## config.mk

```make
export PLATFORM = sky130hd
export DESIGN_NAME = ysyx_22040088_fetch_unit_flat
export DESIGN_NICKNAME = d
export VERILOG_FILES = /design/src/rtl/ysyx_22040088_pkg.sv /design/src/rtl/ysyx_22040088_fetch_unit_if.sv /design/src/rtl/ysyx_22040088_sync_fifo.sv /design/src/rtl/ysyx_22040088_fetch_unit.sv /design/src/flat_wrapper.sv
export SDC_FILE = /design/constraint.sdc
export NUM_CORES = 1
export LEC_CHECK = 0
export BUFFER_PORTS_ARGS = -buffer_cell sky130_fd_sc_hd__buf_2
export CAP_MARGIN = 40
export CORE_ASPECT_RATIO = 1.4
export CORE_UTILIZATION = 35
export CTS_BUF_LIST = sky130_fd_sc_hd__clkbuf_8
export CTS_CLUSTER_SIZE = 20
export DETAILED_ROUTE_END_ITERATION = 7
export SLEW_MARGIN = 10
export SYNTH_ARGS = -nofsm -noshare
export SYNTH_HDL_FRONTEND = slang
export SYNTH_SLANG_ARGS = --single-unit
```

## constraint.sdc

```tcl
create_clock -name clk -period 5.43 [get_ports clk]
set_input_delay 0.543 -clock clk [delete_from_list [all_inputs] [get_ports clk]]
set_output_delay 0.543 -clock clk [all_outputs]
set_load 0.05 [all_outputs]
```

## src/rtl/ysyx_22040088_pkg.sv

```systemverilog
// Fetch-stage shared types and constants.
// Tags ride alongside in-flight requests; entries feed decode.
package ysyx_22040088_pkg;

  localparam int XLEN   = 64;
  localparam int INST_W = 32;

  localparam logic [XLEN-1:0] RESET_PC = 64'h8000_0000;

  typedef struct packed {
    logic [XLEN-1:0] addr;
    logic            epoch;
  } fetch_tag_t;

  typedef struct packed {
    logic [XLEN-1:0]   pc;
    logic [INST_W-1:0] inst;
  } fetch_entry_t;

endpackage

```

## src/rtl/ysyx_22040088_fetch_unit_if.sv

```systemverilog
// Fetch-unit bus: imem request/response channels and decode handoff.
// master = fetch unit, slave = memory + decode environment.
interface ysyx_22040088_fetch_unit_if;
  import ysyx_22040088_pkg::*;

  logic              imem_req_valid;
  logic              imem_req_ready;
  logic [XLEN-1:0]   imem_req_addr;
  logic              imem_resp_valid;
  logic [INST_W-1:0] imem_resp_data;
  logic              id_valid;
  logic              id_ready;
  logic [XLEN-1:0]   id_pc;
  logic [INST_W-1:0] id_inst;
  logic              redirect;
  logic [XLEN-1:0]   redirect_pc;

  modport master (
    output imem_req_valid, imem_req_addr,
    output id_valid, id_pc, id_inst,
    input  imem_req_ready,
    input  imem_resp_valid, imem_resp_data,
    input  id_ready, redirect, redirect_pc
  );

  modport slave (
    input  imem_req_valid, imem_req_addr,
    input  id_valid, id_pc, id_inst,
    output imem_req_ready,
    output imem_resp_valid, imem_resp_data,
    output id_ready, redirect, redirect_pc
  );

endinterface

```

## src/rtl/ysyx_22040088_sync_fifo.sv

```systemverilog
// Small synchronous FIFO, power-of-2 depth.
// Push on full is accepted when a pop happens the same cycle.
module ysyx_22040088_sync_fifo #(
  parameter  int WIDTH = 8,
  parameter  int DEPTH = 2,
  localparam int AW    = $clog2(DEPTH),
  localparam int CW    = AW + 1
) (
  input  logic             clk,
  input  logic             rst,
  input  logic             push,
  input  logic             pop,
  input  logic             flush,
  input  logic [WIDTH-1:0] din,
  output logic [WIDTH-1:0] dout,
  output logic [CW-1:0]    count,
  output logic             empty
);

  logic [WIDTH-1:0] mem [DEPTH];
  logic [AW-1:0]    wr_ptr, rd_ptr;
  logic             full, do_push, do_pop;

  assign empty   = count == '0;
  assign full    = count == CW'(DEPTH);
  assign do_pop  = pop & ~empty;
  assign do_push = push & (~full | do_pop);
  assign dout    = mem[rd_ptr];

  always_ff @(posedge clk) begin
    if (!rst || flush) begin
      wr_ptr <= '0;
      rd_ptr <= '0;
      count  <= '0;
    end else begin
      if (do_push) wr_ptr <= wr_ptr + AW'(1);
      if (do_pop)  rd_ptr <= rd_ptr + AW'(1);
      count <= count + CW'(do_push) - CW'(do_pop);
    end
  end

  always_ff @(posedge clk)
    if (do_push) mem[wr_ptr] <= din;

endmodule

```

## src/rtl/ysyx_22040088_fetch_unit.sv

```systemverilog
// Instruction fetch stage: PC, credit-based issue, epoch-tagged
// in-flight tracking and an instruction buffer toward decode.
module ysyx_22040088_fetch_unit
  import ysyx_22040088_pkg::*;
#(
  parameter logic [63:0] RESET_PC  = ysyx_22040088_pkg::RESET_PC,
  parameter int          BUF_DEPTH = 2
) (
  input  logic clk,
  input  logic rst,
  ysyx_22040088_fetch_unit_if.master bus
);

  localparam int CW = $clog2(BUF_DEPTH) + 1;

  logic [XLEN-1:0] fetch_pc;
  logic            epoch, run, req_held;
  fetch_tag_t      held_tag, cur_tag, tag_head;
  fetch_entry_t    ent_in, ent_head;
  logic [CW-1:0]   inflight, buf_count;
  logic            tag_empty, buf_empty;
  logic            id_fire, redir, credit, present_new;
  logic            req_fire, resp_fire, resp_keep;

  assign id_fire = ~buf_empty & bus.id_ready;
  assign redir   = id_fire & bus.redirect;
  assign credit  = int'(inflight) + int'(buf_count)
                 - int'(id_fire) < BUF_DEPTH;

  // fetch_pc advances when a request is first shown; a stalled
  // request keeps its own addr/epoch so redirects cannot disturb it
  assign present_new = run & ~req_held & credit;
  assign cur_tag     = req_held ? held_tag
                     : fetch_tag_t'{addr: fetch_pc, epoch: epoch};
  assign req_fire    = bus.imem_req_valid & bus.imem_req_ready;

  assign resp_fire = bus.imem_resp_valid & ~tag_empty;
  assign resp_keep = resp_fire & (tag_head.epoch == epoch) & ~redir;
  assign ent_in    = fetch_entry_t'{pc: tag_head.addr,
                                    inst: bus.imem_resp_data};

  assign bus.imem_req_valid = req_held | present_new;
  assign bus.imem_req_addr  = cur_tag.addr;
  assign bus.id_valid       = ~buf_empty;
  assign bus.id_pc          = buf_empty ? '0 : ent_head.pc;
  assign bus.id_inst        = buf_empty ? '0 : ent_head.inst;

  always_ff @(posedge clk) begin
    if (!rst) begin
      fetch_pc <= RESET_PC;
      epoch    <= 1'b0;
      run      <= 1'b0;
      req_held <= 1'b0;
      held_tag <= '0;
    end else begin
      run <= 1'b1;
      if (present_new) fetch_pc <= fetch_pc + 64'd4;
      if (redir) begin
        fetch_pc <= bus.redirect_pc;
        epoch    <= ~epoch;
      end
      if (present_new & ~bus.imem_req_ready) begin
        req_held <= 1'b1;
        held_tag <= cur_tag;
      end else if (req_fire) begin
        req_held <= 1'b0;
      end
    end
  end

  ysyx_22040088_sync_fifo #(
    .WIDTH ($bits(fetch_tag_t)),
    .DEPTH (BUF_DEPTH)
  ) u_tag_fifo (
    .clk   (clk),
    .rst   (rst),
    .push  (req_fire),
    .pop   (resp_fire),
    .flush (1'b0),
    .din   (cur_tag),
    .dout  (tag_head),
    .count (inflight),
    .empty (tag_empty)
  );

  ysyx_22040088_sync_fifo #(
    .WIDTH ($bits(fetch_entry_t)),
    .DEPTH (BUF_DEPTH)
  ) u_inst_buf (
    .clk   (clk),
    .rst   (rst),
    .push  (resp_keep),
    .pop   (id_fire),
    .flush (redir),
    .din   (ent_in),
    .dout  (ent_head),
    .count (buf_count),
    .empty (buf_empty)
  );

  always_ff @(posedge clk)
    if (rst)
      assert (!(bus.imem_resp_valid && tag_empty))
        else $error("imem response with nothing in flight");

endmodule

```

## src/flat_wrapper.sv

```systemverilog
// flat-port wrapper written by rule: the top's interface ports become plain ports
module ysyx_22040088_fetch_unit_flat import ysyx_22040088_pkg::*;
#(
  parameter logic [63:0] RESET_PC  = ysyx_22040088_pkg::RESET_PC,
  parameter int          BUF_DEPTH = 2
)
  (clk, rst, bus_imem_req_valid, bus_imem_req_addr, bus_id_valid, bus_id_pc, bus_id_inst, bus_imem_req_ready, bus_imem_resp_valid, bus_imem_resp_data, bus_id_ready, bus_redirect, bus_redirect_pc);
  ysyx_22040088_fetch_unit_if bus_i ();
  input  logic clk;
  input  logic rst;
  output wire logic [$bits(bus_i.imem_req_valid)-1:0] bus_imem_req_valid;
  output wire logic [$bits(bus_i.imem_req_addr)-1:0] bus_imem_req_addr;
  output wire logic [$bits(bus_i.id_valid)-1:0] bus_id_valid;
  output wire logic [$bits(bus_i.id_pc)-1:0] bus_id_pc;
  output wire logic [$bits(bus_i.id_inst)-1:0] bus_id_inst;
  input wire logic [$bits(bus_i.imem_req_ready)-1:0] bus_imem_req_ready;
  input wire logic [$bits(bus_i.imem_resp_valid)-1:0] bus_imem_resp_valid;
  input wire logic [$bits(bus_i.imem_resp_data)-1:0] bus_imem_resp_data;
  input wire logic [$bits(bus_i.id_ready)-1:0] bus_id_ready;
  input wire logic [$bits(bus_i.redirect)-1:0] bus_redirect;
  input wire logic [$bits(bus_i.redirect_pc)-1:0] bus_redirect_pc;
  assign bus_imem_req_valid = bus_i.imem_req_valid;
  assign bus_imem_req_addr = bus_i.imem_req_addr;
  assign bus_id_valid = bus_i.id_valid;
  assign bus_id_pc = bus_i.id_pc;
  assign bus_id_inst = bus_i.id_inst;
  assign bus_i.imem_req_ready = bus_imem_req_ready;
  assign bus_i.imem_resp_valid = bus_imem_resp_valid;
  assign bus_i.imem_resp_data = bus_imem_resp_data;
  assign bus_i.id_ready = bus_id_ready;
  assign bus_i.redirect = bus_redirect;
  assign bus_i.redirect_pc = bus_redirect_pc;
  ysyx_22040088_fetch_unit #(.RESET_PC(RESET_PC), .BUF_DEPTH(BUF_DEPTH)) u_core (.clk(clk), .rst(rst), .bus(bus_i));
endmodule
```

==> summary.txt <==
Status
  • Status: finished clean

Synth
  • Cells after Synth: 1,538
  • Ys async rst share: 0%
  • Compound-gate portion of the synthesized area: 4.33%
  • Most area-consuming cells after synthesis: edfxtp_1 (49%), dfxtp_1 (14%), mux2i_1 (8.3%)
  • Post-synthesis simple-gate area fraction: 10.7%
  • Main combinational cell family by area after synthesis: multiplexers
  • Post-synthesis mux area share: 15.2%
  • Area leader, netlist: edfxtp_1
  • Seq/Total Area, Yosys: 63.3%
  • Syn avg cell area: 12.9 sq um
  • Post-synth top flop: edfxtp_1
  • Yosys reg bits: 464
  • Netlist cell types: 56
  • Post-synthesis adder-cell area fraction: 0.481%
  • Yosys warns: 0
  • Post-synth top area share: 48.9%
  • Post-synth EDFFs: 322
  • Syn Nets: 1,647
  • Post-Syn Area: 19,800 sq um
  • Xor/xnor share of the synthesized area: 1.51%

GRT
  • Global-route wire length before repair: 74,400 um
  • Global Route Usage Sum: 16.9%
  • Antenna violations before repair: 6
  • Largest net degree at the start of global routing: 97
  • GRT overflow: 0
  • Vias in the first global route: 12,500

Worst setup path
  • Worst R2R Start: u_core.u_inst_buf.count[0]
  • Crit start category: flip-flop
  • Top cell by count, worst path: ha_1
  • CP Class: reg2reg
  • FF-to-FF path depth: 11
  • CP peak stage delay: 0.68 ns
  • Slowest CP cell: buf_4
  • R2r endpoint: u_core.held_tag[55]
  • Worst Path Arrival: 4.21 ns
  • Crit-path cells: ha_1, fa_1, inv_1, ha_1, ha_1, nand4b_1, o31a_1, nor3_2, buf_4, mux2i_1, nor2_1
  • R2R setup slack: 1.69 ns
  • Crit path required time: 5.90 ns
  • Crit. End Element: flip-flop
  • Worst-path fanout max: 48

CTS
  • TritonCTS clock tree: yes
  • Clk root buf: clkbuf_8
  • CTS Buf Count: 73
  • Max Root-Sink Buffers: 3
  • Clk slew on worst S/H paths: 0.06 ns
  • Worst-Skew Late Latency: 0.61 ns
  • Post_cts resized: 0
  • Post-CTS Setup Inserts: 0
  • TritonCTS Sinks: 464
  • Hold Buf Count CTS: 0
  • CTS HTree Levels: 3

Power and ir drop
  • Worst vdd ir: 236 uV
  • P_leak: 0.00823 uW
  • PwrDens: 545 nW/um^2

Die
  • Die area: 57,500 sq um
  • Die height: 283 um
  • DIE WIDTH: 203 um
  • IO Pins: 264
  • Core ar.: 55,500 sq um
  • Initial Util: 35.6%
  • Row count: 102

Job
  • MaxCap Viol Count: 0

Worst hold path
  • Hold path cells: 1
  • Worst Hold Path EP: u_core.u_inst_buf.mem[0][8]
  • Hold_sp: bus_imem_resp_data[8]
  • Hold Crit Class: in2reg

Cells and area
  • Commonest non-fill, non-tap cell in the layout: edfxtp_1
  • Post-Layout Cell Count: 2,530
  • Synth-to-layout area growth: 15.8%
  • Most frequent cells in the layout: edfxtp_1 (322), buf_2 (263), nor2_1 (206), mux2i_1 (164), dfxtp_1 (139)
  • Final net count: 1,858
  • Layout cell share with drive strength beyond 1: 28.9%
  • Filler cell count: 5,207
  • Design area: 22,900 sq um

Placement
  • Gpl congestion: 0.790
  • IO buf count: 263
  • Instance area at placement: 21,600 sq um
  • Place WS: 1.71 ns
  • HPWL Detailed: 33,400 um
  • Cells after DPL: 2,402

STA
  • Fin crit share: 68.9%
  • Normalized max-slew margin: 41.6%
  • Final Max Slew Viols: 0
  • Clock Skew: 0.0314 ns
  • Actual slew at the worst max-slew pin: 0.876 ns
  • Final hold vios: 0
  • Max Freq: 0.267 GHz
  • Setup_tns: 0 ns
  • Min cycle time layout: 3.74 ns
  • WHS: 0.118 ns
  • Setup slack after layout: 1.69 ns
  • Setup violators final: 0
  • RSZ-0062 raised after global routing: no

Detailed routing
  • Drt total wl: 49,200 um
  • DR iter-0 viols: 724
  • DRT Pass-1 Iters: 5
  • WL/cell: 19.5 um
  • ANT nets after route: 0
  • Vias per cell: 4.99
  • DRC Markers: 0
  • Vias: 12,600
[state kept, by name, indices dropped and copies added, names as in the netlist, named ones only]
register	count
u_core.run	1
u_core.fetch_pc	64
u_core.u_tag_fifo.wr_ptr	1
u_core.held_tag	65
u_core.epoch	1
u_core.u_tag_fifo.rd_ptr	1
u_core.u_inst_buf.rd_ptr	1
u_core.u_inst_buf.mem	192
u_core.u_inst_buf.wr_ptr	1
u_core.u_tag_fifo.mem	130
u_core.u_tag_fifo.count	2
u_core.req_held	1
u_core.u_inst_buf.count	2
[how the worst max path moves through the flow]
stage / start / depth (start not counted) / slack, ns / end
5_1_grt: u_core.u_inst_buf.count[0] / 11 / 1.46 / u_core.held_tag[49]
3_3_place_gp: u_core.u_inst_buf.count[0] / 7 / 1.56 / u_core.fetch_pc[61]
2_1_floorplan: bus_id_ready / 5 / -0.37 / u_core.u_inst_buf.mem[0][0]
4_1_cts: u_core.u_inst_buf.count[0] / 11 / 1.68 / u_core.held_tag[55]
6_report: u_core.u_inst_buf.count[0] / 11 / 1.69 / u_core.held_tag[55]
3_5_place_dp: u_core.u_inst_buf.count[0] / 11 / 1.71 / u_core.held_tag[55]
[stage by stage]
step                total power (uW)  util, %
detailed placement              9890     38.8
global route                   13100     41.2
floorplan                       8600        -
finish                         12500     41.2
CTS                            12700     41.2
global placement                9730     38.5
[Yosys cell counts (4+ instances only)]
cell type / count
and4_1: 4
buf_1: 13
mux2i_1: 164
o2111ai_1: 5
xnor2_1: 21
o31a_1: 5
nor2_1: 211
nor4_1: 21
a211oi_1: 14
nor3b_1: 4
nand4b_1: 6
inv_1: 18
nand3_1: 35
ha_1: 6
o21ai_0: 61
edfxtp_1: 322
a31oi_1: 10
o31ai_1: 6
or3_1: 15
nor4b_1: 4
and3_1: 7
nor3_1: 25
nand4_1: 27
or4_1: 10
buf_2: 7
a21oi_1: 25
buf_4: 64
mux2_2: 121
xor2_1: 13
dfxtp_1: 142
clkbuf_1: 67
nand2_1: 53
[critical path: cells and delay by family, from the launching register on]
kind                     cells  cell delay [ns]
AO/OA/AOI/OAI                1             0.41
buffers and inverters        2             0.73
flip-flops                   1             0.39
multiplexers                 1             0.28
adder cells (fa/ha/maj)      4             1.23
AND/OR/NAND/NOR              3             0.50
[cell type report]
type                       count  area, sq um  share of cell area, %
sequential                   464        12500                   54.7
multi-input combinational    904         6420                   28.1
timing repair buffer         288         1630                   7.13
clock buffer                  80         1100                   4.81
tap                          728          911                   3.98
clock inverter                47          231                   1.01
inverter                      18         67.6                  0.295
antenna                        1         2.50                 0.0109
[layer usage]
metal,part of all wire (%),vias to the layer above,global-route usage (%),routed length (um)
met4,2.5,4,6.15,1230
met2,50,343,28.7,24500
li1,-,6045,-,-
met1,43,6149,21.3,21100
met5,0.047,-,0,23
met3,4.9,87,3.05,2410
[where the power goes]
| part | switching (uW) | internal, uW | total (uW) | leakage [uW] |
|---|---|---|---|---|
| clock | 1340 | 1400 | 2740 | 0.000796 |
| sequential | 298 | 4580 | 4880 | 0.00412 |
| combinational | 3550 | 1310 | 4860 | 0.00332 |
| total | 5180 | 7300 | 12500 | 0.00823 |
[kinds of logic after synthesis]
family | after synthesis
flip-flops | 464
AND/OR/NAND/NOR | 437
multiplexers | 285
buffers and inverters | 170
AO/OA/AOI/OAI | 141
XOR/XNOR | 34
adder cells (fa/ha/maj) | 7
No activity file was read; power rests on OpenSTA's default activity.
